<file path="config.mk">
export PLATFORM = sky130hd
export DESIGN_NAME = step_phase_decoder_flat
export DESIGN_NICKNAME = d
export VERILOG_FILES = /design/src/rtl/step_pkg.sv /design/src/rtl/step_phase_decoder_if.sv /design/src/rtl/step_pattern_sync.sv /design/src/rtl/step_phase_decoder.sv /design/src/flat_wrapper.sv
export SDC_FILE = /design/constraint.sdc
export NUM_CORES = 1
export LEC_CHECK = 0
export BUFFER_PORTS_ARGS = -buffer_cell sky130_fd_sc_hd__buf_2
export CAP_MARGIN = 40
export CORE_MARGIN = 2
export CORE_UTILIZATION = 50
export CTS_BUF_LIST = sky130_fd_sc_hd__clkbuf_4 sky130_fd_sc_hd__clkbuf_8
export DETAILED_ROUTE_END_ITERATION = 10
export PLACE_DENSITY_LB_ADDON = 0.15
export SYNTH_ARGS = -nofsm -noshare
export SYNTH_HDL_FRONTEND = slang
export SYNTH_HIERARCHICAL = 1
export SYNTH_SLANG_ARGS = --single-unit
export TNS_END_PERCENT = 10
</file>
<file path="constraint.sdc">
create_clock -name clk -period 5.3 [get_ports clk]
set_input_delay 0 -clock clk [delete_from_list [all_inputs] [get_ports clk]]
set_output_delay 0 -clock clk [all_outputs]
set_load 0.03 [all_outputs]
</file>
<file path="src/rtl/step_pkg.sv">
// Shared half-step definitions: coil pattern table, fault codes and decoder FSM states.
// The motor driver uses the same table, so both ends agree on index order.
package step_pkg;

  localparam int IDX_W = 3;
  localparam logic [3:0] PAT_IDLE = 4'b0000;

  localparam logic [3:0] PAT_0 = 4'b0001;
  localparam logic [3:0] PAT_1 = 4'b0011;
  localparam logic [3:0] PAT_2 = 4'b0010;
  localparam logic [3:0] PAT_3 = 4'b0110;
  localparam logic [3:0] PAT_4 = 4'b0100;
  localparam logic [3:0] PAT_5 = 4'b1100;
  localparam logic [3:0] PAT_6 = 4'b1000;
  localparam logic [3:0] PAT_7 = 4'b1001;

  // Element i of the table is the pattern for half-step index i.
  localparam logic [7:0][3:0] PAT_TABLE = {PAT_7, PAT_6, PAT_5, PAT_4,
                                           PAT_3, PAT_2, PAT_1, PAT_0};

  typedef enum logic [1:0] {
    FC_NONE    = 2'b00,
    FC_ILLEGAL = 2'b01,
    FC_SKIP    = 2'b10
  } fault_code_e;

  typedef enum logic [1:0] {
    SYNC  = 2'd0,
    TRACK = 2'd1,
    FAULT = 2'd2
  } state_e;

  typedef struct packed {
    logic             legal;
    logic             idle;
    logic [IDX_W-1:0] idx;
  } decode_t;

  function automatic decode_t decode_pat(input logic [3:0] pat);
    decode_t r;
    r.legal = 1'b0;
    r.idle  = (pat == PAT_IDLE);
    r.idx   = '0;
    for (int i = 0; i < 8; i++) begin
      if (pat == PAT_TABLE[i]) begin
        r.legal = 1'b1;
        r.idx   = IDX_W'(i);
      end
    end
    return r;
  endfunction

endpackage

</file>
<file path="src/rtl/step_phase_decoder_if.sv">
// Coil-pattern input and position/status readout of the step phase decoder.
interface step_phase_decoder_if #(
  parameter int POS_W = 16
);
  logic [3:0]       phase_in;
  logic             clear;
  logic [POS_W-1:0] position;
  logic             step_pulse;
  logic             dir;
  logic             locked;
  logic             fault;
  logic [1:0]       fault_code;
  logic             stalled;

  modport master (
    output phase_in, clear,
    input  position, step_pulse, dir, locked, fault, fault_code, stalled
  );

  modport slave (
    input  phase_in, clear,
    output position, step_pulse, dir, locked, fault, fault_code, stalled
  );
endinterface

</file>
<file path="src/rtl/step_pattern_sync.sv">
// Two-flop synchroniser plus stability filter for the coil pattern; strobes accept once
// per newly stable pattern.
module step_pattern_sync #(
  parameter int DEBOUNCE = 4
) (
  input  logic       clk,
  input  logic       rst,
  input  logic [3:0] phase_in,
  output logic [3:0] pat,
  output logic       accept
);

  localparam int CNT_W = $clog2(DEBOUNCE + 1);

  logic [3:0]       sync1_q, sync2_q;
  logic [3:0]       cand_q, cand_d;
  logic [3:0]       acc_q, acc_d;
  logic [CNT_W-1:0] cnt_q, cnt_d;
  logic             accept_q, accept_d;

  // acc_q remembers the last accepted pattern so a glitch that settles back is not re-accepted.
  always_comb begin
    cand_d   = sync2_q;
    acc_d    = acc_q;
    accept_d = 1'b0;
    if (sync2_q != cand_q) begin
      cnt_d = CNT_W'(1);
    end else if (cnt_q == CNT_W'(DEBOUNCE)) begin
      cnt_d = cnt_q;
    end else begin
      cnt_d = cnt_q + CNT_W'(1);
    end
    if (cnt_d == CNT_W'(DEBOUNCE) && cand_d != acc_q) begin
      accept_d = 1'b1;
      acc_d    = cand_d;
    end
  end

  always_ff @(posedge clk or posedge rst) begin
    if (rst) begin
      sync1_q  <= '0;
      sync2_q  <= '0;
      cand_q   <= '0;
      acc_q    <= '0;
      cnt_q    <= '0;
      accept_q <= 1'b0;
    end else begin
      sync1_q  <= phase_in;
      sync2_q  <= sync1_q;
      cand_q   <= cand_d;
      acc_q    <= acc_d;
      cnt_q    <= cnt_d;
      accept_q <= accept_d;
    end
  end

  assign pat    = acc_q;
  assign accept = accept_q;

endmodule

</file>
<file path="src/rtl/step_phase_decoder.sv">
// Decodes looped-back half-step coil patterns into a signed position with direction,
// illegal/skip fault detection and stall timeout.
module step_phase_decoder
  import step_pkg::*;
#(
  parameter int POS_W     = 16,
  parameter int DEBOUNCE  = 4,
  parameter int STALL_CYC = 100000000
) (
  input logic                 clk,
  input logic                 rst,
  step_phase_decoder_if.slave bus
);

  localparam int STALL_W = (STALL_CYC > 1) ? $clog2(STALL_CYC) : 1;
  localparam logic [STALL_W-1:0] STALL_LAST = STALL_W'(STALL_CYC - 1);

  logic [3:0]       pat;
  logic             accept;
  decode_t          dec;
  logic [IDX_W-1:0] delta;

  state_e           state_q, state_d;
  logic [IDX_W-1:0] last_idx_q, last_idx_d;
  logic [POS_W-1:0] position_q, position_d;
  logic             dir_q, dir_d;
  logic             step_pulse_q, step_pulse_d;
  fault_code_e      fault_code_q, fault_code_d;
  logic             stalled_q, stalled_d;
  logic [STALL_W-1:0] stall_cnt_q, stall_cnt_d;

  step_pattern_sync #(.DEBOUNCE(DEBOUNCE)) u_sync (
    .clk      (clk),
    .rst      (rst),
    .phase_in (bus.phase_in),
    .pat      (pat),
    .accept   (accept)
  );

  assign dec   = decode_pat(pat);
  assign delta = dec.idx - last_idx_q;

  always_comb begin
    state_d      = state_q;
    last_idx_d   = last_idx_q;
    position_d   = position_q;
    dir_d        = dir_q;
    step_pulse_d = 1'b0;
    fault_code_d = fault_code_q;
    stalled_d    = stalled_q;
    stall_cnt_d  = stall_cnt_q;
    // clear wins over a simultaneous accept, which is simply dropped.
    if (bus.clear) begin
      state_d      = SYNC;
      position_d   = '0;
      fault_code_d = FC_NONE;
      stalled_d    = 1'b0;
      stall_cnt_d  = '0;
    end else begin
      case (state_q)
        SYNC: begin
          stalled_d   = 1'b0;
          stall_cnt_d = '0;
          if (accept && !dec.idle) begin
            if (dec.legal) begin
              last_idx_d = dec.idx;
              state_d    = TRACK;
            end else begin
              state_d      = FAULT;
              fault_code_d = FC_ILLEGAL;
            end
          end
        end
        TRACK: begin
          if (accept) begin
            if (dec.idle) begin
              state_d     = SYNC;
              stalled_d   = 1'b0;
              stall_cnt_d = '0;
            end else if (!dec.legal) begin
              state_d      = FAULT;
              fault_code_d = FC_ILLEGAL;
              stalled_d    = 1'b0;
            end else if (delta == 3'd1 || delta == 3'd7) begin
              position_d   = (delta == 3'd1) ? position_q + POS_W'(1) : position_q - POS_W'(1);
              dir_d        = (delta == 3'd1);
              step_pulse_d = 1'b1;
              last_idx_d   = dec.idx;
              stalled_d    = 1'b0;
              stall_cnt_d  = '0;
            end else if (delta != 3'd0) begin
              state_d      = FAULT;
              fault_code_d = FC_SKIP;
              stalled_d    = 1'b0;
            end
          end else if (stall_cnt_q == STALL_LAST) begin
            stalled_d = 1'b1;
          end else begin
            stall_cnt_d = stall_cnt_q + STALL_W'(1);
          end
        end
        default: begin
          stalled_d   = 1'b0;
          stall_cnt_d = '0;
        end
      endcase
    end
  end

  always_ff @(posedge clk or posedge rst) begin
    if (rst) begin
      state_q      <= SYNC;
      last_idx_q   <= '0;
      position_q   <= '0;
      dir_q        <= 1'b0;
      step_pulse_q <= 1'b0;
      fault_code_q <= FC_NONE;
      stalled_q    <= 1'b0;
      stall_cnt_q  <= '0;
    end else begin
      state_q      <= state_d;
      last_idx_q   <= last_idx_d;
      position_q   <= position_d;
      dir_q        <= dir_d;
      step_pulse_q <= step_pulse_d;
      fault_code_q <= fault_code_d;
      stalled_q    <= stalled_d;
      stall_cnt_q  <= stall_cnt_d;
    end
  end

  assign bus.position   = position_q;
  assign bus.step_pulse = step_pulse_q;
  assign bus.dir        = dir_q;
  assign bus.locked     = (state_q == TRACK);
  assign bus.fault      = (state_q == FAULT);
  assign bus.fault_code = fault_code_q;
  assign bus.stalled    = stalled_q;

endmodule

</file>
<file path="src/flat_wrapper.sv">
// flat-port wrapper written by rule: the top's interface ports become plain ports
module step_phase_decoder_flat import step_pkg::*;
#(
  parameter int POS_W     = 16,
  parameter int DEBOUNCE  = 4,
  parameter int STALL_CYC = 100000000
)
  (clk, rst, bus_phase_in, bus_clear, bus_position, bus_step_pulse, bus_dir, bus_locked, bus_fault, bus_fault_code, bus_stalled);
  step_phase_decoder_if #(.POS_W(POS_W)) bus_i ();
  input logic clk;
  input logic rst;
  input wire logic [$bits(bus_i.phase_in)-1:0] bus_phase_in;
  input wire logic [$bits(bus_i.clear)-1:0] bus_clear;
  output wire logic [$bits(bus_i.position)-1:0] bus_position;
  output wire logic [$bits(bus_i.step_pulse)-1:0] bus_step_pulse;
  output wire logic [$bits(bus_i.dir)-1:0] bus_dir;
  output wire logic [$bits(bus_i.locked)-1:0] bus_locked;
  output wire logic [$bits(bus_i.fault)-1:0] bus_fault;
  output wire logic [$bits(bus_i.fault_code)-1:0] bus_fault_code;
  output wire logic [$bits(bus_i.stalled)-1:0] bus_stalled;
  assign bus_i.phase_in = bus_phase_in;
  assign bus_i.clear = bus_clear;
  assign bus_position = bus_i.position;
  assign bus_step_pulse = bus_i.step_pulse;
  assign bus_dir = bus_i.dir;
  assign bus_locked = bus_i.locked;
  assign bus_fault = bus_i.fault;
  assign bus_fault_code = bus_i.fault_code;
  assign bus_stalled = bus_i.stalled;
  step_phase_decoder #(.POS_W(POS_W), .DEBOUNCE(DEBOUNCE), .STALL_CYC(STALL_CYC)) u_core (.clk(clk), .rst(rst), .bus(bus_i));
endmodule
</file>
# Word-level counts from Yosys, hierarchy flattened
# Index checks and enable logic that the tools add are counted.
# classes
bitwise	2
n_mux	69
reduce_logical	20
shifts	0
n_lt_le_gt_ge	0
n_eq_ne	37
addsub	5
n_div	0
multipliers	0
# ops
op	n
27-bit 2-to-1 mux	7
16-bit 2-to-1 mux	7
3-bit 2-to-1 mux	12
2-bit 2-to-1 mux	16
27-bit by 1-bit adder with 27-bit output, second input constant	1
27-bit == test, second input constant	1
1-bit 2-to-1 mux	24
16-bit by 1-bit adder with 16-bit output, second input constant	1
16-bit by 1-bit subtractor with 16-bit output, second input constant	1
4-bit == test, second input constant	3
4-bit != test, second input constant	3
2-bit by 1-bit != test with 1-bit output, second input constant	5
5-bit by 3-bit != test with 1-bit output, second input constant	2
5-bit != test, second input constant	2
5-bit AND reduction	2
2-bit nonzero test	5
3-bit == test, second input constant	3
4-bit by 2-bit == test with 1-bit output, second input constant	2
4-bit by 3-bit == test with 1-bit output, second input constant	2
4-bit != test	2
2-bit one-hot mux with 2 select lines	2
8-bit AND reduction	1
7-bit != test, second input constant	1
7-bit AND reduction	1
21 further kinds	27
# word_totals
regBits	73
ramBits	0
out_inout_bits	23
latchBits	0
rom_bits	0
n_memories	0

# Depth between registers and ports, before layout
# Gate-level depths: netlist of run 1.
# depth
word_depth	17
mapped_depth	17

# Cells and area by module
# The synthesis of run 1 kept the hierarchy.
# by_module_without_submodules
mod	n_inst	seq_area_each_um2	cells_each	area_per_inst_um2
step_phase_decoder	1	1326.3	371	3397.0
step_pattern_sync	1	500.5	49	759.5

# Worst setup path after synthesis of run 1
# Ideal clock, no wire load.
# synth_path
path_kind	reg-to-reg
start	register u_core.u_sync.acc_q[3], in the netlist u_core/u_sync/pat[3]
end	register u_core.position_q[12], in the netlist u_core/bus.position[12]
n_path_buf	1
t_required_ns	5.178
setup_time_ns	0.122
setup_slack_ns	0.927
t_arrival_ns	4.251
stages_incl_launch_ff	18
path_cell_list	dfrtp_1 buf_2 xnor2_1 or3_1 ha_1 inv_1 fa_1 xnor2_1 xnor2_1 nand2b_1 ha_1 a21o_1 or3_1 o211ai_1 a21boi_1 o21a_1 or3_1 a32o_1
# synth_between
elab_chain_cells	17
# synth_rtl
element	line_no	rtl
start, declared	step_pattern_sync.sv:17	logic [3:0] acc_q, acc_d;
start signal, assigned	step_pattern_sync.sv:44	acc_q <= '0;
start signal, assigned	step_pattern_sync.sv:51	acc_q <= acc_d;
4-bit by 2-bit == test with 1-bit output	step_pkg.sv:45	if (pat == PAT_TABLE[i]) begin
1-bit 2-to-1 mux	step_pkg.sv:45	
2-bit 2-to-1 mux (2 in a row)	step_pkg.sv:45	
3-bit 2-to-1 mux (4 in a row)	step_pkg.sv:45	
3-bit subtractor	step_phase_decoder.sv:41	assign delta = dec.idx - last_idx_q;
3-bit by 1-bit == test with 1-bit output	step_phase_decoder.sv:84, step_phase_decoder.sv:85	
16-bit 2-to-1 mux	step_phase_decoder.sv:85	position_d = (delta == 3'd1) ? position_q + POS_W'(1) : position_q - POS_W'(1);
16-bit 2-to-1 mux	step_phase_decoder.sv:84	end else if (delta == 3'd1 || delta == 3'd7) begin
16-bit 2-to-1 mux	step_phase_decoder.sv:80	end else if (!dec.legal) begin
16-bit 2-to-1 mux	step_phase_decoder.sv:76	if (dec.idle) begin
16-bit 2-to-1 mux	step_phase_decoder.sv:75	if (accept) begin
16-bit 2-to-1 mux	step_phase_decoder.sv:60	case (state_q)
16-bit 2-to-1 mux	step_phase_decoder.sv:53	if (bus.clear) begin
end signal, assigned	step_phase_decoder.sv:123	position_q <= position_d;
end, declared	step_phase_decoder.sv:25	logic [POS_W-1:0] position_q, position_d;
# Several ways; a longest one is shown, not always the timed one. The select of a mux whose other input is x is not followed.
# A chain may end at the register's enable or synchronous reset.

# Worst setup path in the final report of run 1
# layout_path
start	register u_core.u_sync.acc_q[2], in the netlist u_core/u_sync/pat[2]
end	register u_core.position_q[15], in the netlist u_core/bus.position[15]
# Same word-level chain as after synthesis.

==> results of run 1 <==
==> how the worst max path moves through the flow <==
| stage | endpoint | start | slack, ns |
|---|---|---|---|
| 4_1_cts | u_core/bus.position[15] | u_core/u_sync/pat[2] | 0.76 |
| 2_1_floorplan | u_core/bus.position[12] | u_core/u_sync/pat[3] | 0.93 |
| 6_report | u_core/bus.position[15] | u_core/u_sync/pat[2] | 0.75 |
| 3_3_place_gp | u_core/bus.position[15] | u_core/u_sync/pat[2] | 1.04 |
| 5_1_grt | u_core/bus.position[15] | u_core/u_sync/pat[2] | 0.38 |
| 3_5_place_dp | u_core/bus.position[15] | u_core/u_sync/pat[3] | 0.83 |
==> through the flow <==
| stage | cells | setup slack, ns |
|---|---|---|
| 2_1_floorplan | 420 | 0.927 |
| 3_3_place_gp | 548 | 1.04 |
| 3_5_place_dp | 549 | 0.834 |
| 4_1_cts | 571 | 0.764 |
| 5_1_grt | 571 | 0.383 |
| 6_report | 571 | 0.750 |
==> logic make-up (layout without fill, tap and decap cells) <==
family	count (synthesis)	in the layout
buf+inv	21	67
compound gates	84	84
xor+xnor	43	43
simple gates	167	167
flops	73	73
mux	10	10
fa+ha+maj	22	22
==> per-layer routing <==
metal	routed length, um	vias up
li1	-	1587
met1	4120	1557
met2	3800	57
met3	298	10
met4	99	0
met5	0	-
==> repair_timing <==
item | 4_1_cts | 5_1_grt
endpoints found under the setup margin | 0 | 0
setup buffers | 0 | 0
hold buffers | 6 | 0
hold endpoints to repair | 79 | 0
==> cell type report <==
cell class	count	area, sq um
fillers	688	3430
clock buffers	10	138
inverters	11	41.3
multi-input cells	326	2230
flip-flops and latches	73	1830
well taps	105	131
repair buffers	40	246
clock inverters	6	88.8
==> worst max-delay path: cells and delay by family, from the launching register on <==
kind / cells / cell delay [ns]
flops: 1 / 0.51
fa+ha+maj: 3 / 0.83
compound gates: 5 / 1.41
simple gates: 4 / 0.56
buf+inv: 2 / 0.28
xor+xnor: 3 / 0.86
==> power by group <==
| group | internal (mW) | leakage, nW | switching, mW |
|---|---|---|---|
| registers | 0.564 | 0.972 | 0.00605 |
| clock network | 0.279 | 0.109 | 0.214 |
| logic | 0.0430 | 1.04 | 0.0639 |
| total | 0.886 | 2.12 | 0.284 |
==> sequential cells by signal, summed over array words and instances, names as in the netlist <==
| name | count |
|---|---|
| u_core/last_idx_q | 3 |
| u_core/u_sync/cand_d | 4 |
| u_core/bus.fault_code | 2 |
| u_core/bus.dir | 1 |
| u_core/bus.step_pulse | 1 |
| u_core/u_sync/cnt_q | 3 |
| u_core/bus.position | 16 |
| u_core/u_sync/sync1_q | 4 |
| u_core/state_q | 2 |
| u_core/u_sync/pat | 4 |
| u_core/u_sync/accept | 1 |
| u_core/u_sync/cand_q | 4 |
| u_core/bus.stalled | 1 |
| u_core/stall_cnt_q | 27 |
==> cell usage after synthesis (all sizes together), types with 6 or more instances <==
cell / instances
mux2: 6
nor3: 12
ha: 20
nand3: 13
o21ai: 30
dfrtp: 73
xor2: 20
buf: 8
a21o: 10
xnor2: 23
nand2: 43
inv: 11
nor2: 39
a21oi: 20
nor4: 8
nand2b: 6
nand4: 11
and2: 6
==> results.md, run 1 <==
- DR pass1 iterations: 4
- Maximum clock rate: 0.220 GHz
- Mapped Area: just over 4000 sq um
- Fraction of layout cells with a size suffix above 1: 15.2%
- ANT nets after route: 0
- TNS Setup: 0 ns
- Wirelength per Cell: 14.6 um
- IO Port Bufs: 29
- Post-synthesis mux area share: 2.95%
- FFs w/ async S/R, synth: 100%
- Worst-skew pair later-pin latency: ~0.35 ns
- Full die area: 9060 sq um
- Worst R2R End: u_core/bus.position[15]
- Nets: 490
- Worst Skew: 0.0163 ns
- Worst path required time: 5.53 ns
- Main combinational cell family by area after synthesis: simple AND/OR/NAND/NOR gates
- Post-synthesis sequential area ratio: 43.9%
- Peak VDD IR: 0.000143 V
- P per Cell Area: 249 nW/um^2
- Most common cell after layout, fill and taps aside: dfrtp_1
- Die Span X: roughly 95 um
- Max-cap viol count: 0
- Xor/xnor share of the synthesized area: 9.06%
- Pin count of the biggest net entering global routing: 54
- Max Fanout on Critical Path: 19
- Chip height: approximately 95 um
- CTS clk-pin slew, worst paths: 0.08 ns
- Initial antenna violation count: 0
- Mean Syn Cell Area: 9.90 sq um
- Worst Setup Path Type: reg -> reg
- Synth Area in Compound Gates: between 10 and 15%
- Iter 0 DRT Violations: between 100 and 150
- Slowest-stage cell, CP: a2111oi_0
- Synthesis-to-finish area growth: 13.2%
- Largest cells by area after synthesis: dfrtp_1, ha_1, xnor2_1
- Final Wtd Congestion: 0.788
- Min-delay src: bus_phase_in[3]
- Final HPWL DP: 5790 um
- GRT Total Usage: 20.5%
- Pleak: 2.12 nW
- Worst-path cell chain: and2_1, or3_1, ha_1, inv_1, fa_1, xnor2_1, xnor2_1, nand2b_1, buf_4, ha_1, a2111oi_0, nand2_1, o221ai_1, o21ai_0, xnor2_1, a21o_1, a21o_1
- Post-Route WL: 8320 um
- Yosys top cell by area: dfrtp_1
- Final core area utilization: 57.9%
- CTS H-tree depth: 3
- Row cnt: 33
- CP Capture Type: flip-flop
- Synth Area in Adders: 6.98%
- Crit path launch type: flip-flop
- Ys Warns: 6
- Initial Util: 51.1%
- Synth Flop Type: dfrtp_1
- Worst Hold Path EP: u_core/u_sync/sync1_q[3]
- GR Layer Usage met3: 4.35%
- Max incr delay on CP: 0.56 ns
- RSZ-0062 raised after global routing: false
- Mapped Cells: 420
- Worst hold slack: about 0.3 ns
- Post-synth top area share: 43.9%
- Hold path depth: 2
- Residual DRC: 0
- Crit path DAT: 4.78 ns
- Grt met2 use: 32.5%
- Clk Tree Root Cell: clkbuf_8
- GRT overflow: 0
- # resized after CTS: 0
- Worst-Margin Slew: 0.722 ns
- Hold WC Path Type: in -> reg
- Fin crit share: 85.8%
- CTS buffer count: 9
- First-pass GRT wire length: 14700 um
- DR vias: 3211
- Clock sink count: 73
- Final Slew Violations: 0
- Layer with the highest usage: met2
- Worst slew margin: 51.8%
- Global routing usage on met1: about 29%
- DP Area: 4420 sq um
- Final hold vios: 0
- Cell count of the worst reg-to-reg path: 17
- Min Tclk post-route: roughly 4.5 ns
- Core ar.: 8130 sq um
- Tot Pwr: 1.17 mW
- # diodes: 0
- Flop-to-flop setup slack: 0.75 ns
- # setup viols final: 0
- Worst R2R Start: u_core/u_sync/pat[2]
- Vias in the first global route: 3160
- IO Pins: 30
- Vias per cell: roughly 5.6
- Outcome: completed
- EDFF count, synth: 0
- Most frequent CP cell: xnor2_1
- Post-route cell area: 4710 sq um
- Simple-gate area share of the yosys netlist: 21.8%
- Post-synthesis cell type count: 56
- Clk buf depth: 2
- Synth Net Count: 449
- Most frequent cells in the layout: dfrtp_1, nand2_1, nor2_1
- #FFs+latches synth: 73
- CTS tree: yes
Note: power is estimated with default switching activity, not from simulation.
==> inputs of run 2 (changes only) <==
PLACE_DENSITY = 0.7   (was unset)
PLACE_DENSITY_LB_ADDON = unset   (was 0.15)
==> run 2 against run 1 <==
Compared with the run above: hold slack got worse by 0.0055 ns; highest routed layer unchanged; die area is the same; via count fell by 0.34%; clock power is 8.9% lower; sequential power barely moved; clock skew fell by 0.0029 ns; register-to-register slack worse by 0.34 ns.
==> results.md, run 2 (synthesis gave the netlist of run 1 again) <==
- Worst-skew pair later-pin latency: 0.35 ns (about the same)
- Vias in the first global route: 3067 (-2.9%)
- Fin crit share: 92.3% (+6.4 points)
- CTS clk-pin slew, worst paths: 0.08 ns (about the same)
- RSZ-0062 raised after global routing: false
- Outcome: completed
- Top reg by flops: u_core/stall_cnt_q
- Fill cells: 698 (+1.5%)
- Max-cap viol count: 0 (unchanged)
- CTS tree: yes
- DR vias: 3200 (-0.34%)
- Crit path DAT: 5.13 ns (+0.35 ns)
- CTS buffer count: 9 (unchanged)
- Worst slew margin: 41.9% (-10 points)
- Row cnt: 33 (unchanged)
- ANT nets after route: 0 (unchanged)
- Maximum clock rate: 0.205 GHz (-7.0%)
- Min Tclk post-route: 4.89 ns (+0.340 ns)
- GRT overflow: 0 (unchanged)
- Synthesis-to-finish area growth: 12.2%
- DP Area: 4400 sq um (-0.42%)
- Clk Tree Root Cell: clkbuf_8
- Residual DRC: 0 (unchanged)
- Crit path launch type: flip-flop
- P per Cell Area: 241 nW/um^2 (-3.1%)
- IO Port Bufs: 29 (unchanged)
- Worst path required time: 5.54 ns (about the same)
- First-pass GRT wire length: 13900 um (-5.9%)
- Core ar.: 8130 sq um (unchanged)
- Initial Util: 51.1% (unchanged)
- # setup viols final: 0 (unchanged)
- Full die area: 9060 sq um (unchanged)
- Worst-Margin Slew: 0.869 ns (+0.147 ns)
- Clock sink count: 73 (unchanged)
- Worst Skew: 0.0134 ns (-0.00288 ns)
- Worst Setup Path Type: reg -> reg
- Wirelength per Cell: 14.5 um (-0.36%)
- Fraction of layout cells with a size suffix above 1: 14.9% (-0.37 points)
- Nets: 488 (-0.41%)
- Post-route cell area: 4660 sq um (-0.90%)
- Hold WC Path Type: in -> reg
- Chip height: 95.2 um (unchanged)
- Pin count of the biggest net entering global routing: 54 (unchanged)
- Most frequent cells in the layout: dfrtp_1, nand2_1, nor2_1
- Most common cell after layout, fill and taps aside: dfrtp_1
- Initial antenna violation count: 0 (unchanged)
- TNS Setup: 0 ns (unchanged)
- Final HPWL DP: 5720 um (-1.1%)
- Tot Pwr: 1.12 mW (-4.0%)
- Max Fanout on Critical Path: 19 (unchanged)
- DR pass1 iterations: 4 (unchanged)
- Final hold vios: 0 (unchanged)
- Iter 0 DRT Violations: 138 (-6.1%)
- IO Pins: 30 (unchanged)
- Post-Route WL: 8260 um (-0.71%)
- CTS H-tree depth: 3 (unchanged)
- Pleak: 2.10 nW (-0.81%)
- CP Capture Type: flip-flop
- GRT Total Usage: 19.4% (-1.1 points)
- Clk buf depth: 2 (unchanged)
- Vias per cell: 5.62 (about the same)
- # diodes: 0 (unchanged)
- Die Span X: 95.2 um (unchanged)
- Final Slew Violations: 0 (unchanged)
- Peak VDD IR: 0.000135 V (-5.2%)
- Final Wtd Congestion: 0.912 (+16%)
- Max reg flops: 27 (unchanged)
==> run 2: changes by cell type in the layout (fill, tap and decap cells not counted) <==
cell,change
buf_6,-1
clkinv_4,+1
clkinv_2,+1
clkinvlp_4,-1
bufinv_16,-1
buf_4,-1
==> run 2: cell type report <==
| cell class | instances | area, sq um | share of cell area [%] |
|---|---|---|---|
| Inverter | 11 | 41.3 | 0.885 |
| Clock inverter | 6 | 65.1 | 1.39 |
| Multi-Input combinational cell | 326 | 2230 | 47.9 |
| Tap cell | 105 | 131 | 2.82 |
| Timing Repair Buffer | 38 | 228 | 4.88 |
| Sequential cell | 73 | 1830 | 39.2 |
| Clock buffer | 10 | 138 | 2.95 |
==> run 2: repair_timing <==
action	CTS	global route
hold endpoints to repair	79	0
setup buffers	0	0
resized for setup	0	0
hold buffers	6	0
==> run 2: worst paths after layout <==
path / startpoint / to / slack (ns) / cells past startpoint
min: bus_phase_in[3] / u_core/u_sync/sync1_q[3] / 0.29 / 2
max in group asynchronous: rst / u_core/bus.stalled / 4.44 / 4
min in group asynchronous: rst / u_core/u_sync/cnt_q[2] / 0.33 / 3
min reg2reg: u_core/u_sync/sync1_q[0] / u_core/u_sync/cand_d[0] / 0.35 / 0
max: u_core/u_sync/pat[3] / u_core/bus.position[12] / 0.41 / 16
max reg2reg: u_core/u_sync/pat[3] / u_core/bus.position[12] / 0.41 / 16
==> run 2: power by group <==
part,leakage [nW],internal (mW),switching (mW),total (mW)
clock network,0.103,0.231,0.218,0.449
logic,1.03,0.0408,0.0634,0.104
registers,0.972,0.564,0.00619,0.570
==> run 2: metrics by stage <==
step           setup slack, ns  std cells  hold slack, ns  util (%)
6_report                 0.410        569           0.293      57.3
5_1_grt                 0.0465        569           0.287      57.3
4_1_cts                  0.417        569           0.270      57.3
3_5_place_dp             0.438        547           0.110      54.1
3_3_place_gp             0.653        547           0.109      54.1
2_1_floorplan            0.927        420         -0.0362         -
==> run 2: layer usage <==
layer  vias up  routed length (um)  track usage (%)
met3        11                 361             4.03
met2        74                3780             31.0
met1      1536                3980             25.6
li1       1579                   -                -
met5         -                   0                0
met4         0                 134             8.21
==> run 2: critical path, stage by stage (launching register included) <==
cell and delay [ns]:
dfrtp_1 0.49, xnor2_1 0.19, or3_1 0.14, ha_1 0.14, inv_1 0.05, fa_1 0.38, xnor2_1 0.41, xnor2_1 0.25
nand2b_1 0.70, ha_1 0.38, a21o_1 0.21, or3_1 0.34, o211ai_1 0.22, a21boi_1 0.13, o21a_1 0.20, or3_1 0.30
a32o_1 0.24
==> inputs of run 3 (changes only) <==
ABC_AREA = 1   (was unset)
PLACE_DENSITY = 0.69   (was 0.7)
==> run 3 against run 2 <==
Compared with the run above: non-clock buffer count shrank 3; global-route usage grew 3.4 points; via count grew 52%; clock power grew 5.3%; power grew 10%; combinational power grew 70%; wire length grew 48%; sequential power grew 3%; worst setup slack gained 1.3 ns; core utilization shrank 1.3 points; flip-flop and latch count is the same; register-to-register slack gained 1.3 ns; critical path type unchanged; critical endpoint is now u_core/bus.position[9]; highest routed layer unchanged.
==> results.md, run 3 <==
- Postcts setup bufs: 0 (unchanged)
- Synthesis-to-finish area growth: 9.12%
- Post-Route WL: 12200 um (+48%)
- # resized after CTS: 0 (unchanged)
- Row cnt: 37 (+12%)
- Worst Skew: 0.0211 ns (+0.00766 ns)
- Post-synth top area share: 34.6% (-9.4 points)
- Fraction of layout cells with a size suffix above 1: 14.9% (+0.072 points)
- Synth Flop Type: dfrtp_1
- Fin crit share: 67.8% (-24 points)
- Max Fanout on Critical Path: 23 (+4)
- Chip height: 107 um (+12%)
- Top reg by flops: u_core/stall_cnt_q
- Flop-to-flop setup slack: 1.71 ns (+1.30 ns)
- Die Span X: 107 um (+12%)
- #FFs+latches synth: 73 (unchanged)
- IO Pins: 30 (unchanged)
- ANT nets after route: 0 (unchanged)
- Full die area: 11400 sq um (+26%)
- FFs w/ async S/R, synth: 100% (unchanged)
- Commonest cells post-synth: nand2_1, nor2_1, nand3_1
- Clock sink count: 73 (unchanged)
- CP Depth: 19 (+3)
- Outcome: completed
- CTS H-tree depth: 3 (unchanged)
- Iter 0 DRT Violations: 350 (+150%)
- Crit-path leading delay family: simple AND/OR/NAND/NOR gates
- GRT overflow: 0 (unchanged)
- Most frequent cells in the layout: nand2_1, nor2_1, nand3_1
- Core ar.: 10300 sq um (+26%)
- Initial Util: 51.4% (+0.30 points)
- RSZ-0062 raised after global routing: false
- CTS buffer count: 9 (unchanged)
- DR vias: 4872 (+52%)
- Worst slew margin: 47.8% (+5.9 points)
- P per Cell Area: 214 nW/um^2 (-11%)
- First-pass GRT wire length: 21000 um (+51%)
- Final Wtd Congestion: 0.910 (-0.24%)
- Pleak: 2.89 nW (+37%)
- Maximum clock rate: 0.278 GHz (+36%)
- Buf/Inv on CP: 3 (+2)
- Max reg flops: 27 (unchanged)
- Clk buf depth: 2 (unchanged)
- EDFF count, synth: 0 (unchanged)
- Largest cells by area after synthesis: dfrtp_1, nand2_1, nand3_1
- Residual DRC: 0 (unchanged)
- Hold path depth: 2 (unchanged)
- Most frequent CP cell: nand2_1
- # setup viols final: 0 (unchanged)
- Slowest-stage cell, CP: dfrtp_1
- Nets: 807 (+65%)
- Final Slew Violations: 0 (unchanged)
- Worst Setup Path Type: reg -> reg
- Vias per cell: 5.30 (-5.7%)
- CP Capture Type: flip-flop
- Post-synthesis cell type count: 42 (-25%)
- Most common cell after layout, fill and taps aside: nand2_1
- Most common cell in the synthesized netlist: nand2_1
- Synth Net Count: 776 (+73%)
- Hold WC Path Type: in -> reg
- TNS Setup: 0 ns (unchanged)
- Crit path launch type: flip-flop
- Worst path required time: 5.57 ns (+0.03 ns)
- Ys Warns: 6 (unchanged)
- Initial antenna violation count: 0 (unchanged)
- Worst-skew pair later-pin latency: 0.37 ns (+0.02 ns)
- CTS clk-pin slew, worst paths: 0.10 ns (+0.02 ns)
- Pin count of the biggest net entering global routing: 54 (unchanged)
- DR pass1 iterations: 5 (+1)
- Mean Syn Cell Area: 7.07 sq um (-29%)
- CTS tree: yes
- Max-cap viol count: 0 (unchanged)
- Min Tclk post-route: 3.59 ns (-1.30 ns)
- Final hold vios: 0 (unchanged)
- # diodes: 0 (unchanged)
- Worst hold slack: 0.175 ns (-0.118 ns)
- Vias in the first global route: 4630 (+51%)
- Cell count of the worst reg-to-reg path: 19 (+3)
- Wirelength per Cell: 13.3 um (-8.5%)
- Clk Tree Root Cell: clkbuf_8
- Worst-Margin Slew: 0.782 ns (-0.0869 ns)
- IO Port Bufs: 29 (unchanged)
- Yosys top cell by area: dfrtp_1
- Post-synthesis sequential area ratio: 34.6% (-9.4 points)
- Worst-path cell chain: nand2_2, nand2_1, nor3_1, inv_1, ha_1, inv_1, fa_1, nor2_1, nand2_4, ha_1, nand2_1, inv_1, a21oi_1, nand2_1, nand2_1, nand2_1, or2_2, nand3_1, nand2_1
- Mapped Area: 5280 sq um (+27%)
- GRT Total Usage: 22.8% (+3.4 points)
- Final HPWL DP: 8870 um (+55%)
- Peak VDD IR: 0.000215 V (+59%)
- Max incr delay on CP: 0.45 ns (-0.25 ns)
- Mapped Cells: 747 (+78%)
- Crit path DAT: 3.87 ns (-1.26 ns)
==> run 3: cell count changes after synthesis, moves of 8 or more <==
| cell | delta |
|---|---|
| a21o_1 | -9 |
| inv_1 | +61 |
| inv_2 | +8 |
| nand2_1 | +195 |
| nand2_2 | +27 |
| nand3_1 | +63 |
| nand4_1 | +9 |
| nor2_1 | +39 |
| o21ai_0 | -15 |
| o21bai_1 | +10 |
| xnor2_1 | -21 |
| xor2_1 | -11 |
==> run 3: repair_timing <==
item	4_1_cts	5_1_grt
hold endpoints to repair	77	0
hold buffers	5	0
endpoints found under the setup margin	0	0
==> run 3: cell families (layout without fill, tap and decap cells) <==
group	count (synthesis)	count (layout)	synth area share (%)
AO/OA/AOI/OAI	55	55	6.06
XOR/XNOR	11	11	1.82
adder cells (fa/ha/maj)	22	22	5.50
buffers and inverters	95	131	7.60
flip-flops	73	73	34.6
AND/OR/NAND/NOR	491	491	44.4
==> run 3: report_power, final <==
group          internal [mW]  switching (mW)  leakage (nW)
combinational         0.0515           0.126          1.81
clock                  0.236           0.236         0.104
sequential             0.573          0.0127         0.977
==> run 3: layout make-up <==
| class | instances | area, sq um |
|---|---|---|
| clock buffer | 10 | 138 |
| clock inverter | 6 | 72.6 |
| fill | 999 | 4510 |
| inverter | 80 | 300 |
| multi-input combinational | 579 | 3050 |
| sequential | 73 | 1830 |
| tap | 136 | 170 |
| timing repair buffer | 35 | 203 |
==> run 3: per-layer routing <==
metal | GRT usage [%] | vias up | routed length (um)
met4 | 7.79 | 0 | 135
met2 | 37.8 | 122 | 5680
met5 | 0 | - | 0
met1 | 30.4 | 2274 | 5750
met3 | 3.77 | 13 | 643
li1 | - | 2463 | -
==> run 3: final timing paths <==
check / to / from
max in group asynchronous: u_core/stall_cnt_q[20] / rst
hold reg to reg: u_core/u_sync/cand_d[2] / u_core/u_sync/sync1_q[2]
min in group asynchronous: u_core/u_sync/sync1_q[3] / rst
setup reg to reg: u_core/bus.position[9] / u_core/u_sync/pat[2]
setup / recovery: u_core/bus.position[9] / u_core/u_sync/pat[2]
hold / removal: u_core/stall_cnt_q[25] / bus_clear
==> run 3: stage by stage <==
step	total power [mW]	utilization (%)	area, sq um	setup slack [ns]	cells
2_1_floorplan	0.734	-	5280	2.08	747
3_3_place_gp	0.765	53.6	5500	1.88	898
3_5_place_dp	0.773	53.6	5500	1.73	898
4_1_cts	1.25	56.1	5760	1.73	919
5_1_grt	1.30	56.1	5760	1.33	919
6_report	1.24	56.1	5760	1.71	919
